===== src/rtl/ls_issue_queue.sv =====
// In-order load/store issue queue: circular buffer of DEPTH entries whose
// operands are captured from the CDB; only the head entry may issue.
module ls_issue_queue #(
  parameter int DEPTH = 8,
  parameter int XLEN  = 32,
  parameter int TAG_W = 6
) (
  input  logic                     clk,
  input  logic                     reset,
  input  logic                     flush,
  input  logic                     dispatch_enable,
  input  logic [XLEN-1:0]          dispatch_rs1_data,
  input  logic [XLEN-1:0]          dispatch_rs2_data,
  input  logic [TAG_W-1:0]         dispatch_rs1_tag,
  input  logic [TAG_W-1:0]         dispatch_rs2_tag,
  input  logic                     dispatch_rs1_valid,
  input  logic                     dispatch_rs2_valid,
  input  logic [XLEN-1:0]          dispatch_imm,
  input  logic [TAG_W-1:0]         dispatch_rd_tag,
  input  logic                     dispatch_is_store,
  input  logic                     cdb_valid,
  input  logic [TAG_W-1:0]         cdb_tag,
  input  logic [XLEN-1:0]          cdb_data,
  output logic                     issueque_full,
  output logic                     issueque_empty,
  output logic [$clog2(DEPTH):0]   issueque_count,
  output logic                     issueque_ready,
  output logic [XLEN-1:0]          issueque_rs_data,
  output logic [XLEN-1:0]          issueque_rt_data,
  output logic [XLEN-1:0]          issueque_imm,
  output logic [TAG_W-1:0]         issueque_rd_tag,
  output logic                     issueque_opcode,
  input  logic                     issueblk_done
);

  localparam int PTR_W = $clog2(DEPTH);
  localparam int CNT_W = PTR_W + 1;

  logic [PTR_W-1:0] head_q, head_d, tail_q, tail_d;
  logic [CNT_W-1:0] count_q, count_d;
  logic [DEPTH-1:0] vld_q, vld_d, s1v_q, s1v_d, s2v_q, s2v_d, st_q, st_d;
  logic [TAG_W-1:0] s1t_q [DEPTH];
  logic [TAG_W-1:0] s1t_d [DEPTH];
  logic [TAG_W-1:0] s2t_q [DEPTH];
  logic [TAG_W-1:0] s2t_d [DEPTH];
  logic [TAG_W-1:0] rd_q  [DEPTH];
  logic [TAG_W-1:0] rd_d  [DEPTH];
  logic [XLEN-1:0]  s1d_q [DEPTH];
  logic [XLEN-1:0]  s1d_d [DEPTH];
  logic [XLEN-1:0]  s2d_q [DEPTH];
  logic [XLEN-1:0]  s2d_d [DEPTH];
  logic [XLEN-1:0]  imm_q [DEPTH];
  logic [XLEN-1:0]  imm_d [DEPTH];

  logic head_vld, push, pop, s1_byp, s2_byp;

  assign head_vld       = vld_q[head_q];
  assign issueque_full  = (count_q == CNT_W'(DEPTH));
  assign issueque_empty = (count_q == '0);
  assign issueque_count = count_q;
  assign issueque_ready = head_vld && s1v_q[head_q] && s2v_q[head_q];

  assign issueque_rs_data = head_vld ? s1d_q[head_q] : '0;
  assign issueque_rt_data = head_vld ? s2d_q[head_q] : '0;
  assign issueque_imm     = head_vld ? imm_q[head_q] : '0;
  assign issueque_rd_tag  = head_vld ? rd_q[head_q]  : '0;
  assign issueque_opcode  = head_vld && st_q[head_q];

  assign push   = dispatch_enable && !issueque_full && !flush;
  assign pop    = issueque_ready && issueblk_done && !flush;
  assign s1_byp = !dispatch_rs1_valid && cdb_valid && (dispatch_rs1_tag == cdb_tag);
  assign s2_byp = !dispatch_rs2_valid && cdb_valid && (dispatch_rs2_tag == cdb_tag);

  always_comb begin
    head_d  = head_q;
    tail_d  = tail_q;
    count_d = count_q;
    vld_d   = vld_q;
    s1v_d   = s1v_q;
    s2v_d   = s2v_q;
    st_d    = st_q;
    s1t_d   = s1t_q;
    s2t_d   = s2t_q;
    rd_d    = rd_q;
    s1d_d   = s1d_q;
    s2d_d   = s2d_q;
    imm_d   = imm_q;
    if (flush) begin
      vld_d   = '0;
      head_d  = '0;
      tail_d  = '0;
      count_d = '0;
    end else begin
      // Wakeup: every waiting operand of a live entry snoops the broadcast.
      if (cdb_valid) begin
        for (int i = 0; i < DEPTH; i++) begin
          if (vld_q[i] && !s1v_q[i] && (s1t_q[i] == cdb_tag)) begin
            s1v_d[i] = 1'b1;
            s1d_d[i] = cdb_data;
          end
          if (vld_q[i] && !s2v_q[i] && (s2t_q[i] == cdb_tag)) begin
            s2v_d[i] = 1'b1;
            s2d_d[i] = cdb_data;
          end
        end
      end
      if (pop) begin
        vld_d[head_q] = 1'b0;
        head_d        = head_q + 1'b1;
      end
      // The tail slot is never live when not full, so it cannot collide with wakeup.
      if (push) begin
        vld_d[tail_q] = 1'b1;
        s1v_d[tail_q] = dispatch_rs1_valid || s1_byp;
        s2v_d[tail_q] = dispatch_rs2_valid || s2_byp;
        s1d_d[tail_q] = s1_byp ? cdb_data : dispatch_rs1_data;
        s2d_d[tail_q] = s2_byp ? cdb_data : dispatch_rs2_data;
        s1t_d[tail_q] = dispatch_rs1_tag;
        s2t_d[tail_q] = dispatch_rs2_tag;
        imm_d[tail_q] = dispatch_imm;
        rd_d[tail_q]  = dispatch_rd_tag;
        st_d[tail_q]  = dispatch_is_store;
        tail_d        = tail_q + 1'b1;
      end
      count_d = count_q + {{PTR_W{1'b0}}, push} - {{PTR_W{1'b0}}, pop};
    end
  end

  always_ff @(posedge clk) begin
    if (reset) begin
      head_q  <= '0;
      tail_q  <= '0;
      count_q <= '0;
      vld_q   <= '0;
      s1v_q   <= '0;
      s2v_q   <= '0;
    end else begin
      head_q  <= head_d;
      tail_q  <= tail_d;
      count_q <= count_d;
      vld_q   <= vld_d;
      s1v_q   <= s1v_d;
      s2v_q   <= s2v_d;
    end
  end

  // Payload is only observable through a live entry, so it carries no reset.
  always_ff @(posedge clk) begin
    st_q  <= st_d;
    s1t_q <= s1t_d;
    s2t_q <= s2t_d;
    rd_q  <= rd_d;
    s1d_q <= s1d_d;
    s2d_q <= s2d_d;
    imm_q <= imm_d;
  end

endmodule


===== config.mk =====
export PLATFORM = sky130hd
export DESIGN_NAME = ls_issue_queue
export DESIGN_NICKNAME = d
export VERILOG_FILES = /design/src/rtl/ls_issue_queue.sv
export SDC_FILE = /design/constraint.sdc
export NUM_CORES = 2
export LEC_CHECK = 0
export CAP_MARGIN = 20
export CORE_ASPECT_RATIO = 0.8
export CORE_MARGIN = 2
export CORE_UTILIZATION = 55
export CTS_CLUSTER_SIZE = 24
export DETAILED_ROUTE_END_ITERATION = 6
export PLACE_DENSITY = 0.74
export SYNTH_ARGS = -nofsm -noshare
export SYNTH_HDL_FRONTEND = slang
export SYNTH_SLANG_ARGS = --single-unit

===== constraint.sdc =====
create_clock -name clk -period 19.3 [get_ports clk]
set_input_delay 1.93 -clock clk [delete_from_list [all_inputs] [get_ports clk]]
set_output_delay 1.93 -clock clk [all_outputs]
set_load 0.02 [all_outputs]

==> metrics.yaml <==
status: "complete, but fails checks"
violations: "design-rule violations"
hold_viol_final: 0
drtIter0Drc: 5737
setup-tns-final_ns: 0
required_ns: 17.37
synth-edff-count: 920
fmax_mhz: 146
finalWorstSetupSlack_ns: 12.44
fin_crit_sh: 0.356
slew_viol_final: 0
p_seq_frac: 0.517
power.share.combinational: 0.070
tightest_slew_ns: 1.30
grt_pass1_vias: 33500
dp.cells: 4266
tritoncts: "yes"
post_cts_resized: 0
avgSynthCellArea_um2: 14.9
gr-total-overflow: 0
synth_common_cells: "920 x edfxtp_1, 270 x a21oi_1, 256 x o32ai_1"
htreeDepth: 3
total_leakage_power_nw: 16.1
cp_slowest_stage_delay_ns: 0.94
synthFlopType: "edfxtp_1"
rows: 96
crit_family: "buffers and inverters"
fillers: 6057
min_period_ns: 6.86
coreArea_um2: 85500
switching_share: 0.227
hold_path.class: "flop to flop"
crit_chain: "buf_4, buf_4, mux4_2, mux2i_1, nor2_1, clkdlybuf4s50_1"
rsz0062_at_grt: "no"
relSlewSlack: 0.136
vias_per_cell: 7.52
clk_latency_ns: 0.69
crit_fanout: 48
dieArea_um2: 88500
clock_path_buffers: 3
cts_setup_buffers: 0
layout-drive-gt1-share: 0.149
yosysTopAreaCell: "edfxtp_1"
dp_slack_ns: 12.57
io_pins: 271
end_kind: "output pin"
crit_slowest_cell: "dfxtp_4"
dieHeight_um: 266
cp.arrival_ns: 4.93
drc_errors: 1
hold_buffers: 0
cts_buffers: 96
skew_ns: 0.0442
peakVddDrop_mv: 0.0934
path_common_cell: "buf_4"
start_util: 0.554
synthCells: 3178
layoutNonFillerInstCount: 4464
power_density_nw_per_um2: 86.5
p_sw_mw: 1.06
path_buf_inv: 3
synth.most_common_cell: "edfxtp_1"
hold_slack_ns: 0.556
wl_per_cell_um: 33.2
drt-total-wl_um: 148000
power_mw: 4.64
syn_to_final_growth_pct: 13.3
grt_max_degree: 265
synth_warnings: 0
clkPwrFrac: 0.413
nets: 3412
syn_area_um2: 47300
start_kind: "flop"
dp.final_hpwl_um: 78900
grtUsageTotal: 0.326
grt_pass1_wl_um: 216000
setup_viol: 0
synth_nets: 3348
synth_top_cell_area_share: 0.584
synth.distinct_cells: 68
clkSinkCount: 954
yosysSeqAreaShare: 0.598
async_reset_ff_frac: 0
path_clk_slew_ns: 0.06
power.internal_mw: 3.59
ant_nets: 0
synth_area_leaders: "edfxtp_1 58%, mux4_2 9.9%, o32ai_1 4.7%, a21oi_1 2.9%, o221a_1 2.7%"
drtPass1Iterations: 7
vias: 33600
dieWidth_um: 332
worstSetupPathType: "flop to output pin"
place_congestion: 0.814
io_buffer_count: 270
antenna_found_initial: 21
maxCapViolCount: 0
synth-seq-cells: 954
clk_root_buffer_cell: "clkbuf_16"
## state kept, by name, indices dropped and copies added, names as in the netlist
register        cells
s2v_q               8
s1d_q             256
rd_q               48
s2d_q             256
s1v_q               8
tail_q              3
imm_q             256
issueque_count      4
vld_q               8
s1t_q              48
st_q                8
head_q              3
s2t_q              48
## cells by family after synthesis
kind of cell | share of synthesized area
AO/OA/AOI/OAI | 0.163
flip-flops | 0.598
buffers and inverters | 0.0442
AND/OR/NAND/NOR | 0.0471
multiplexers | 0.125
XOR/XNOR | 0.0205
adder cells (fa/ha/maj) | 0.00254
## per-stage QoR
step                      area, um2  utilization
after floorplan               47300            -
after global placement        50300        0.588
after detailed placement      50300        0.588
after CTS                     53500        0.626
after global routing          53600        0.627
final                         53700        0.627
## routing by layer
| layer | wire length (um) | track usage |
|---|---|---|
| met5 | 187 | 0 |
| met3 | 20900 | 0.0979 |
| met2 | 68300 | 0.503 |
| met4 | 6770 | 0.152 |
| met1 | 51900 | 0.427 |
## worst register-to-register path, stage by stage, from the launching register on
cell and delay (ns):
dfxtp_1 0.37, inv_1 0.10, ha_1 0.19, or3b_1 0.77, nand4_4 0.74, buf_4 0.70
mux2_2 1.17, a21oi_1 0.23
## final timing paths
path	startpoint	endpoint	slack [ns]	cells after the start
worst max-delay path	head_q[0]	issueque_rt_data[26]	12.44	6
worst min-delay path	s2v_q[4]	s2v_q[4]	0.56	2
worst max register to register	issueque_count[2]	s2d_q[8]	14.71	7
worst min register to register	s2v_q[4]	s2v_q[4]	0.56	2
## layout by cell type (no fill, tap or decap), drive strengths merged, types with 23 or more instances in the layout
cell           Yosys  routed
or3              129     129
a211oi            23      23
nor2             116     116
clkdlybuf4s50      0     270
o32ai            256     256
nand2             28      28
dfxtp             34      34
mux4             208     208
o21a             128     128
clkinv             1      38
buf              273      70
xnor2            108     108
inv               48      52
a21oi            270     270
clkbuf           101     127
edfxtp           920     920
mux2i            114     114
o221a            128     128
o32a             128     128
nand3             35      35
## cell type report
class	instances	area (um2)	share of cell area
Clock inverter	52	637	0.0119
Clock buffer	127	2590	0.0482
Inverter	49	191	0.00357
Antenna cell	14	35.0	0.000653
Tap cell	1127	1410	0.0263
Sequential cell	954	28300	0.528
Multi-Input combinational cell	1801	17100	0.319
Timing Repair Buffer	340	3340	0.0622
## power by group through the flow
| stage | Sequential (mW) | Combinational [mW] | Clock [mW] |
|---|---|---|---|
| floorplan | 2.46 | 0.196 | 0 |
| global placement | 2.43 | 0.299 | 0 |
| detailed placement | 2.44 | 0.316 | 0 |
| CTS | 2.40 | 0.317 | 1.93 |
| global route | 2.41 | 0.344 | 2.01 |
| finish | 2.40 | 0.324 | 1.92 |
(Power assumes the default switching activity.)
